**src/rtl/multicycle_pkg.sv**
```systemverilog
// multicycle_pkg: FSM states, opcodes and control encodings shared by multicycle_control.
package multicycle_pkg;
    typedef enum logic [3:0] {
        FETCH, DECODE, MEMADR, MEMREAD, MEMWB, MEMWRITE,
        EXECR, EXECI, ALUWB, BRANCH, JAL, ILLEGAL
    } state_t;

    // Which ALUControl rule applies in the current state.
    typedef enum logic [1:0] {CLS_ADD, CLS_R, CLS_I, CLS_BR} alu_cls_t;

    localparam logic [6:0] OP_R      = 7'b0110011;
    localparam logic [6:0] OP_I      = 7'b0010011;
    localparam logic [6:0] OP_LOAD   = 7'b0000011;
    localparam logic [6:0] OP_STORE  = 7'b0100011;
    localparam logic [6:0] OP_BRANCH = 7'b1100011;
    localparam logic [6:0] OP_JAL    = 7'b1101111;

    localparam logic [9:0] ALU_ADD  = 10'h000;
    localparam logic [9:0] ALU_BEQ  = 10'h008;
    localparam logic [9:0] ALU_BNE  = 10'h009;
    localparam logic [9:0] ALU_BLT  = 10'h00A;
    localparam logic [9:0] ALU_BGE  = 10'h00B;
    localparam logic [9:0] ALU_BLTU = 10'h00C;
    localparam logic [9:0] ALU_BGEU = 10'h00D;

    localparam logic [1:0] SRCA_PC    = 2'b00;
    localparam logic [1:0] SRCA_OLDPC = 2'b01;
    localparam logic [1:0] SRCA_RS1   = 2'b10;
    localparam logic [1:0] SRCB_RS2   = 2'b00;
    localparam logic [1:0] SRCB_IMM   = 2'b01;
    localparam logic [1:0] SRCB_FOUR  = 2'b10;
    localparam logic [1:0] RES_ALUOUT = 2'b00;
    localparam logic [1:0] RES_READ   = 2'b01;
    localparam logic [1:0] RES_ALURES = 2'b10;
    localparam logic [2:0] IMM_I      = 3'b000;
    localparam logic [2:0] IMM_S      = 3'b001;
    localparam logic [2:0] IMM_B      = 3'b010;
    localparam logic [2:0] IMM_J      = 3'b011;

    function automatic logic [2:0] imm_src(input logic [6:0] op);
        return op == OP_STORE ? IMM_S : op == OP_BRANCH ? IMM_B : op == OP_JAL ? IMM_J : IMM_I;
    endfunction
endpackage

```
**src/rtl/alu_op_decoder.sv**
```systemverilog
// alu_op_decoder: maps state class and funct fields to ALUControl plus branch legality.
module alu_op_decoder
    import multicycle_pkg::*;
(
    input  alu_cls_t    cls,
    input  logic [2:0]  funct3,
    input  logic [6:0]  funct7,
    output logic [9:0]  alu_control,
    output logic        branch_legal
);
    logic [9:0] br_code;

    always_comb begin
        case (funct3)
            3'b000:  br_code = ALU_BEQ;
            3'b001:  br_code = ALU_BNE;
            3'b100:  br_code = ALU_BLT;
            3'b101:  br_code = ALU_BGE;
            3'b110:  br_code = ALU_BLTU;
            3'b111:  br_code = ALU_BGEU;
            default: br_code = ALU_ADD;
        endcase
    end

    assign branch_legal = funct3[2:1] != 2'b01;
    // Only shifts-right carry funct7 meaning in I-type; other immediates leave it zero.
    assign alu_control = cls == CLS_R  ? {funct7, funct3} :
                         cls == CLS_I  ? {funct3 == 3'b101 ? funct7 : 7'd0, funct3} :
                         cls == CLS_BR ? br_code : ALU_ADD;
endmodule

```
**src/rtl/multicycle_control.sv**
```systemverilog
// multicycle_control: multicycle RV32I control FSM driving the ALU and unified memory.
// MULTICYCLE_CONTROL_ILLEGAL_TRAP_EN makes ILLEGAL terminal and adds illegal_instr.
module multicycle_control
    import multicycle_pkg::*;
#(
    parameter int unsigned MEM_WAIT_MAX = 0
) (
    input  logic        clk,
    input  logic        reset,
    input  logic [31:0] instr,
    input  logic        Zero,
    input  logic        mem_ready,
    output logic        mem_req,
    output logic        MemWrite,
    output logic        AdrSrc,
    output logic        IRWrite,
    output logic        PCWrite,
    output logic        RegWrite,
    output logic [1:0]  ALUSrcA,
    output logic [1:0]  ALUSrcB,
    output logic [1:0]  ResultSrc,
    output logic [2:0]  ImmSrc,
    output logic [9:0]  ALUControl,
    output logic        instr_done,
    output logic        mem_timeout
`ifdef MULTICYCLE_CONTROL_ILLEGAL_TRAP_EN
    ,
    output logic        illegal_instr
`endif
);
    state_t      state, next;
    alu_cls_t    cls;
    logic [6:0]  opcode;
    logic [9:0]  alu_code;
    logic        branch_legal, waiting;
    logic [31:0] wait_cnt;
    logic        unused_bits;

    assign opcode = instr[6:0];
    assign unused_bits = ^{instr[24:15], instr[11:7]};
    assign cls = state == EXECR ? CLS_R : state == EXECI ? CLS_I : state == BRANCH ? CLS_BR : CLS_ADD;
    assign waiting = (state == FETCH || state == MEMREAD || state == MEMWRITE) && !mem_ready;

    alu_op_decoder u_dec (
        .cls          (cls),
        .funct3       (instr[14:12]),
        .funct7       (instr[31:25]),
        .alu_control  (alu_code),
        .branch_legal (branch_legal)
    );

    always_comb begin
        next = FETCH;
        case (state)
            FETCH:    next = mem_ready ? DECODE : FETCH;
            DECODE:   next = opcode == OP_R ? EXECR : opcode == OP_I ? EXECI :
                             (opcode == OP_LOAD || opcode == OP_STORE) ? MEMADR :
                             opcode == OP_BRANCH ? BRANCH : opcode == OP_JAL ? JAL : ILLEGAL;
            MEMADR:   next = opcode == OP_LOAD ? MEMREAD : MEMWRITE;
            MEMREAD:  next = mem_ready ? MEMWB : MEMREAD;
            MEMWRITE: next = mem_ready ? FETCH : MEMWRITE;
            EXECR:    next = ALUWB;
            EXECI:    next = ALUWB;
            JAL:      next = ALUWB;
            BRANCH:   next = branch_legal ? FETCH : ILLEGAL;
`ifdef MULTICYCLE_CONTROL_ILLEGAL_TRAP_EN
            ILLEGAL:  next = ILLEGAL;
`endif
            default:  next = FETCH;
        endcase
    end

    // Reset gates every output so an abandoned instruction cannot write.
    always_comb begin
        mem_req    = 1'b0;
        MemWrite   = 1'b0;
        AdrSrc     = 1'b0;
        IRWrite    = 1'b0;
        PCWrite    = 1'b0;
        RegWrite   = 1'b0;
        instr_done = 1'b0;
        ALUSrcA    = SRCA_PC;
        ALUSrcB    = SRCB_RS2;
        ResultSrc  = RES_ALUOUT;
        if (!reset) begin
            case (state)
                FETCH: begin
                    mem_req   = 1'b1;
                    ALUSrcB   = SRCB_FOUR;
                    ResultSrc = RES_ALURES;
                    IRWrite   = mem_ready;
                    PCWrite   = mem_ready;
                end
                DECODE: begin
                    ALUSrcA = SRCA_OLDPC;
                    ALUSrcB = SRCB_IMM;
                end
                MEMADR: begin
                    ALUSrcA = SRCA_RS1;
                    ALUSrcB = SRCB_IMM;
                end
                MEMREAD: begin
                    mem_req = 1'b1;
                    AdrSrc  = 1'b1;
                end
                MEMWB: begin
                    ResultSrc  = RES_READ;
                    RegWrite   = 1'b1;
                    instr_done = 1'b1;
                end
                MEMWRITE: begin
                    mem_req    = 1'b1;
                    MemWrite   = 1'b1;
                    AdrSrc     = 1'b1;
                    instr_done = mem_ready;
                end
                EXECR: ALUSrcA = SRCA_RS1;
                EXECI: begin
                    ALUSrcA = SRCA_RS1;
                    ALUSrcB = SRCB_IMM;
                end
                ALUWB: begin
                    RegWrite   = 1'b1;
                    instr_done = 1'b1;
                end
                BRANCH: begin
                    ALUSrcA    = SRCA_RS1;
                    PCWrite    = Zero & branch_legal;
                    instr_done = branch_legal;
                end
                JAL: begin
                    ALUSrcA = SRCA_OLDPC;
                    ALUSrcB = SRCB_FOUR;
                    PCWrite = 1'b1;
                end
`ifndef MULTICYCLE_CONTROL_ILLEGAL_TRAP_EN
                ILLEGAL: instr_done = 1'b1;
`endif
                default: ;
            endcase
        end
    end

    assign ALUControl = reset ? ALU_ADD : alu_code;
    assign ImmSrc     = reset ? IMM_I : imm_src(opcode);
`ifdef MULTICYCLE_CONTROL_ILLEGAL_TRAP_EN
    assign illegal_instr = !reset && state == ILLEGAL;
`endif

    // wait_cnt saturates at the limit; a zero limit keeps it at 0 and disables the flag.
    always_ff @(posedge clk) begin
        if (reset) begin
            state       <= FETCH;
            wait_cnt    <= '0;
            mem_timeout <= 1'b0;
        end else begin
            state    <= next;
            wait_cnt <= !waiting ? '0 : wait_cnt == MEM_WAIT_MAX ? wait_cnt : wait_cnt + 1'b1;
            if (waiting && MEM_WAIT_MAX != 0 && wait_cnt == MEM_WAIT_MAX)
                mem_timeout <= 1'b1;
        end
    end
endmodule

```
**config.mk**
```make
export PLATFORM = sky130hd
export DESIGN_NAME = multicycle_control
export DESIGN_NICKNAME = d
export VERILOG_FILES = /design/src/rtl/multicycle_pkg.sv /design/src/rtl/alu_op_decoder.sv /design/src/rtl/multicycle_control.sv
export SDC_FILE = /design/constraint.sdc
export NUM_CORES = 1
export LEC_CHECK = 0
export ABC_AREA = 1
export CAP_MARGIN = 40
export CORE_MARGIN = 10
export CORE_UTILIZATION = 31
export DETAILED_ROUTE_END_ITERATION = 6
export PLACE_DENSITY_LB_ADDON = 0.1
export SYNTH_ARGS = -nofsm -noshare
export SYNTH_HDL_FRONTEND = slang
export SYNTH_SLANG_ARGS = --single-unit
```
**constraint.sdc**
```tcl
create_clock -name clk -period 1.5 [get_ports clk]
set_clock_uncertainty 0.2 [all_clocks]
set_input_delay 0.3 -clock clk [delete_from_list [all_inputs] [get_ports clk]]
set_output_delay 0.3 -clock clk [all_outputs]
set_load 0.01 [all_outputs]
```
Yosys cells after proc, flatten, opt, wreduce, memory -nomap -nowiden
Cells that the tools add are included.

Muxes and demuxes: 44. Shift-type cells: 0. Multipliers: 0. Bitwise logic cells: 1. Div/mod/pow operators: 0. Reduce and logical (&&, ||, !) cells: 12. Equality and inequality tests: 26. Order comparisons: 0. $add $sub $neg: 0.

Operator list (number): $mux W10 (3); $pmux W4 S7 (1); $pmux W4 S6 (1); $mux W2 (11); $mux W4 (5); $eq A4 B3 Y1 const B (4); $eq A4 B4 Y1 const B (4); $eq A7 B6 Y1 const B (2); $eq A7 B7 Y1 const B (2); $mux W1 (14); $eq A3 B3 Y1 const B (4); $pmux W2 S2 (3); $reduce_or A3 Y1 (4); $mux W3 (3); $eq A4 B2 Y1 const B (2); $reduce_or A2 Y1 (4); $eq A7 B2 Y1 const B (1); $eq A7 B5 Y1 const B (1); $mux W7 (1); $pmux W1 S3 (2); $eq A2 B2 Y1 const B (2); $eq A4 B1 Y1 const B (1); $logic_not A4 Y1 (1); $reduce_or A4 Y1 (1); 6 further kinds (6).

Flip-flop bits (word level): 4. Word-level logic and storage cells: 84. Bits in latches: 0. Output and inout port bits: 27. Memories kept: 0. Memory bits (writable): 0. ROM bits: 0. Input bits: 36.

Longest topological paths before layout
Depth in word-level cells: 9. Mapped depth: 9.

By module
A second synthesis with hierarchy kept.

Cell total of the unflattened synthesis: 167. Area total of the unflattened synthesis: 827.0 um^2.

By module, submodules not included: multicycle_control (sequential area each 80.1 um^2, cells each 135, area an instance 659.4 um^2, times used 1); alu_op_decoder (sequential area each 0.0 um^2, cells each 32, area an instance 167.7 um^2, times used 1).

Least setup slack after synthesis
No wires, ideal clock.

Path type: register to output. Start: reg state[0]. End: out instr_done. Arrival time: 1.038 ns. Stages on the path, launching flop included: 9. Path slack: -0.038 ns. Cell sequence: dfxtp_1 -> inv_2 -> nor2_1 -> nand2_1 -> nor2_2 -> inv_1 -> o21ai_0 -> nor2_1 -> nor2_1.

Cells in the longest elaborated chain, start to end: 4.

Ends and longest elaborated chain: start: declaration (line multicycle_control.sv:31) `state_t state, next;`; start signal: assignment (line multicycle_control.sv:157) `state <= next;`; $eq A4 B4 Y1 / $eq A4 B3 Y1 (equally long branches) (line multicycle_control.sv:86) `case (state)`; $reduce_or A3 Y1 (no line); $pmux W1 S3 * (line multicycle_control.sv:86); $mux W1 * (line multicycle_control.sv:85) `if (!reset) begin`; end: declaration (line multicycle_control.sv:24) `output logic instr_done,`.

Mark *: on every way between the ends. The rest lies on a longest branch, timed or not.

Worst setup path in the final report
Start: reg state[0]. End: out ALUSrcB[0].

Cells in the longest elaborated chain, start to end: 4.

Ends and longest elaborated chain: $eq A4 B3 Y1 (tied with other cells) (line multicycle_control.sv:86); $reduce_or A3 Y1 (no line) / $reduce_or A2 Y1 (equally long branches); $pmux W2 S2 * (line multicycle_control.sv:86); $mux W2 * (line multicycle_control.sv:85); end: declaration (line multicycle_control.sv:20) `output logic [1:0] ALUSrcB,`.

Marked as above.

==> summary.md <==
| Metric | Value |
|---|---|
| Grt total ovfl | `0` |
| H-tree lvl count | `1` |
| M3 GR Usage | `0.0261` |
| P&R area growth vs syn | `133%` |
| Via density | `4.73` |
| Leak pwr | `0.000883 uW` |
| Worst setup endpoint | `ALUSrcB[0]` |
| Final worst slack | `-0.410 ns` |
| Tightest Hold Check Type | `primary input to flop` |
| Met1 usage | `0.130` |
| Max-cap viol count | `0` |
| Synthesized cell area | `718 sq um` |
| Die H | `68.1 microns` |
| CP Depth | `6` |
| CTS tree | `built` |
| Buf/Inv on CP | `3` |
| Met2 Usage GRT | `0.264` |
| Initial antenna violation count | `0` |
| Root Driver | `clkbuf_4` |
| NetSw | `398 uW` |
| Part of the power in registers | `0.185` |
| Setup Viol. Count Final | `24` |
| I/O pin total | `63` |
| GRT Total Usage | `0.130` |
| Num CTS Buffers | `3` |
| Maximum vdd ir drop | `0.603 mV` |
| Synth area leaders | `nor2_1 20%, nand2_1 16%, inv_1 14%, dfxtp_1 11%, a21oi_1 7.0%` |
| Slowest cell on crit path | `dfxtp_4` |
| Unrepaired setup endpoints after global routing | `true` |
| Share of layout cells above drive strength 1 | `0.607` |
| Worst Path Arrival | `1.41 ns` |
| Via count | `1216` |
| Period minus WS final | `1.91 ns` |
| CTS Buffer Depth | `2` |
| CP required | `1.00 ns` |
| Top Registers | `state (4)` |
| Largest net degree at the start of global routing | `9` |
| Fraction of registers with async set/reset | `0` |
| FF+latch count, synth | `4` |
| Switch share | `0.446` |
| Slowest stage delay, CP | `0.38 ns` |
| Crit share post-route | `1.27` |
| Main synth FF type | `dfxtp_1` |
| Worst skew pair latency | `0.23 ns` |
| Post-synth EDFFs | `0` |
| CP Capture Type | `primary output` |
| DP Wirelength | `2520 microns` |
| Antenna cells | `0` |
| Max Clk Rate | `524 MHz` |
| Top-area cell type share of the netlist area | `0.204` |
| Syn_area_per_cell | `4.85 sq um` |
| Reg clk slew, reported paths | `0.04 ns` |
| Largest reg by FF count | `state` |
| Pint | `495 uW` |
| Routability cong. | `0.880` |
| CTS Hold Buffers Added | `0` |
| Worst Setup Start Kind | `flop` |
| Flop2flop setup slack | `-0.04 ns` |
| Fin util | `0.755` |
| Nets@finish | `267` |
| First-pass GRT wire length | `4920 microns` |
| CP Class | `flop to primary output` |
| Area post-placement | `1380 sq um` |
| Final Hold Viols | `0` |
| Reg-to-reg critical path endpoint | `state[2]` |
| Critical path fanouts, max | `4` |
| Critical path, cell by cell | `inv_4, nand2_1, o21ai_0, o21ai_1, inv_1, clkdlybuf4s15_2` |
| Worst R2R Start | `state[1]` |
| DIE AREA | `4640 sq um` |
| Most common cell in the netlist | `nor2_1` |
| Cells after DPL | `243` |
| Cells after Synth | `148` |
| Combinational share of power | `0.672` |
| Starting Density | `0.325` |
| R2R cell count | `9` |
| Post-synthesis sequential area ratio | `0.111` |
| Post-route ant nets | `0` |
| Most crowded layer after global routing | `met2` |
| Status | `finished with violations` |
| Sink Count | `4` |
| Setup crit start | `state[0]` |
| Post-Route WL | `3590 microns` |
| Post-DR wirelength/cell | `14.0 microns` |
| Fin cells | `257` |
| # port buffers | `45` |
| Synth unique cells | `23` |
| Drt pass-1 iters | `4` |
| # DRC | `0` |
| Core box area | `2210 sq um` |
| Synth top cells by count | `39 x nor2_1, 31 x nand2_1, 26 x inv_1` |
| DRT iter0 DRCs | `35` |
| PD cells | `535 nW/um^2` |
| Failing checks | `setup timing` |
| Cell family with most CP delay | `flip-flops` |
| Max reg flops | `4` |
| Clock share of power | `0.143` |
| Top cell type by total area after synthesis | `nor2_1` |
| Yosys warns | `0` |
| Die X | `68.1 microns` |
| Final std cell area, no fill | `1670 sq um` |
| Vias in the first global route | `1196` |
| Final Max Slew Viols | `0` |
| Std cell rows | `17` |
-- how the worst min path moves through the flow --
stage / start / depth (start not counted) / slack (ns) / endpoint
detailed placement: state[3] / 5 / 0.52 / state[0]
CTS: instr[6] / 5 / 0.37 / state[3]
finish: instr[6] / 5 / 0.31 / state[3]
floorplan: instr[6] / 4 / 0.33 / state[3]
global route: reset / 5 / 0.37 / state[3]
global placement: state[3] / 5 / 0.53 / state[0]
-- cells in the final DEF (no fill, tap or decap), drive strengths merged, types with 2 or more instances in the layout --
| cell | instances |
|---|---|
| inv | 29 |
| dlygate4sd2 | 4 |
| clkdlybuf4s50 | 8 |
| o21ai | 9 |
| clkdlybuf4s15 | 2 |
| buf | 65 |
| clkbuf | 4 |
| nand2 | 35 |
| conb | 2 |
| nor2 | 43 |
| nand3 | 8 |
| dfxtp | 4 |
| a21oi | 10 |
-- cell families (layout without fill, tap and decap cells) --
family                 count (synthesis)  after routing  share of synthesized area
DFF                                    4              4                      0.112
AOI/OAI and AO/OA                     22             22                      0.169
other                                  1              2                    0.00522
buffers and inverters                 34            114                      0.188
and+or+nand+nor                       87             87                      0.526
-- what timing repair did --
action	CTS	global route
resized for setup	166	65
buffers inserted	7	4
pin swaps	20	25
hold endpoints to repair	0	0
setup endpoints to repair	28	27
-- metal layers --
layer  wire length (microns)  vias to the layer above  share of wire
li1                        -                      609              -
met1                    1340                      550           0.37
met2                    1930                       48           0.54
met3                     229                        9          0.064
met4                      95                        0          0.026
met5                       0                        -              0
-- final cells by class --
type | count | area [sq um]
Multi-Input combinational cell | 111 | 744
Clock buffer | 3 | 22.5
Inverter | 30 | 131
Timing Repair Buffer | 81 | 644
Sequential cell | 4 | 92.6
Fill cell | 180 | 542
Tap cell | 28 | 35.0
-- power by group through the flow --
stage / Sequential (uW) / Clock (uW) / Combinational [uW]
after global placement: 145 / 0 / 478
after floorplan: 141 / 0 / 225
after global routing: 168 / 140 / 645
after detailed placement: 145 / 0 / 481
final: 165 / 128 / 600
after CTS: 147 / 133 / 499
-- worst min-delay path: stages --
cell and delay [ns]:
buf_2 0.13, o21ai_0 0.10, nand3_1 0.07, nand2_1 0.06
inv_1 0.05
-- per-stage QoR --
step	TNS (ns)	hold slack, ns	worst slack [ns]	power (uW)
after floorplan	-0.105	0.327	-0.0172	366
after global placement	-19.39	0.531	-0.840	623
after detailed placement	-19.92	0.523	-0.888	626
after CTS	-7.54	0.373	-0.388	779
after global routing	-9.74	0.372	-0.512	954
final	-8.00	0.306	-0.410	894
Note: power is estimated with default switching activity, not from simulation.
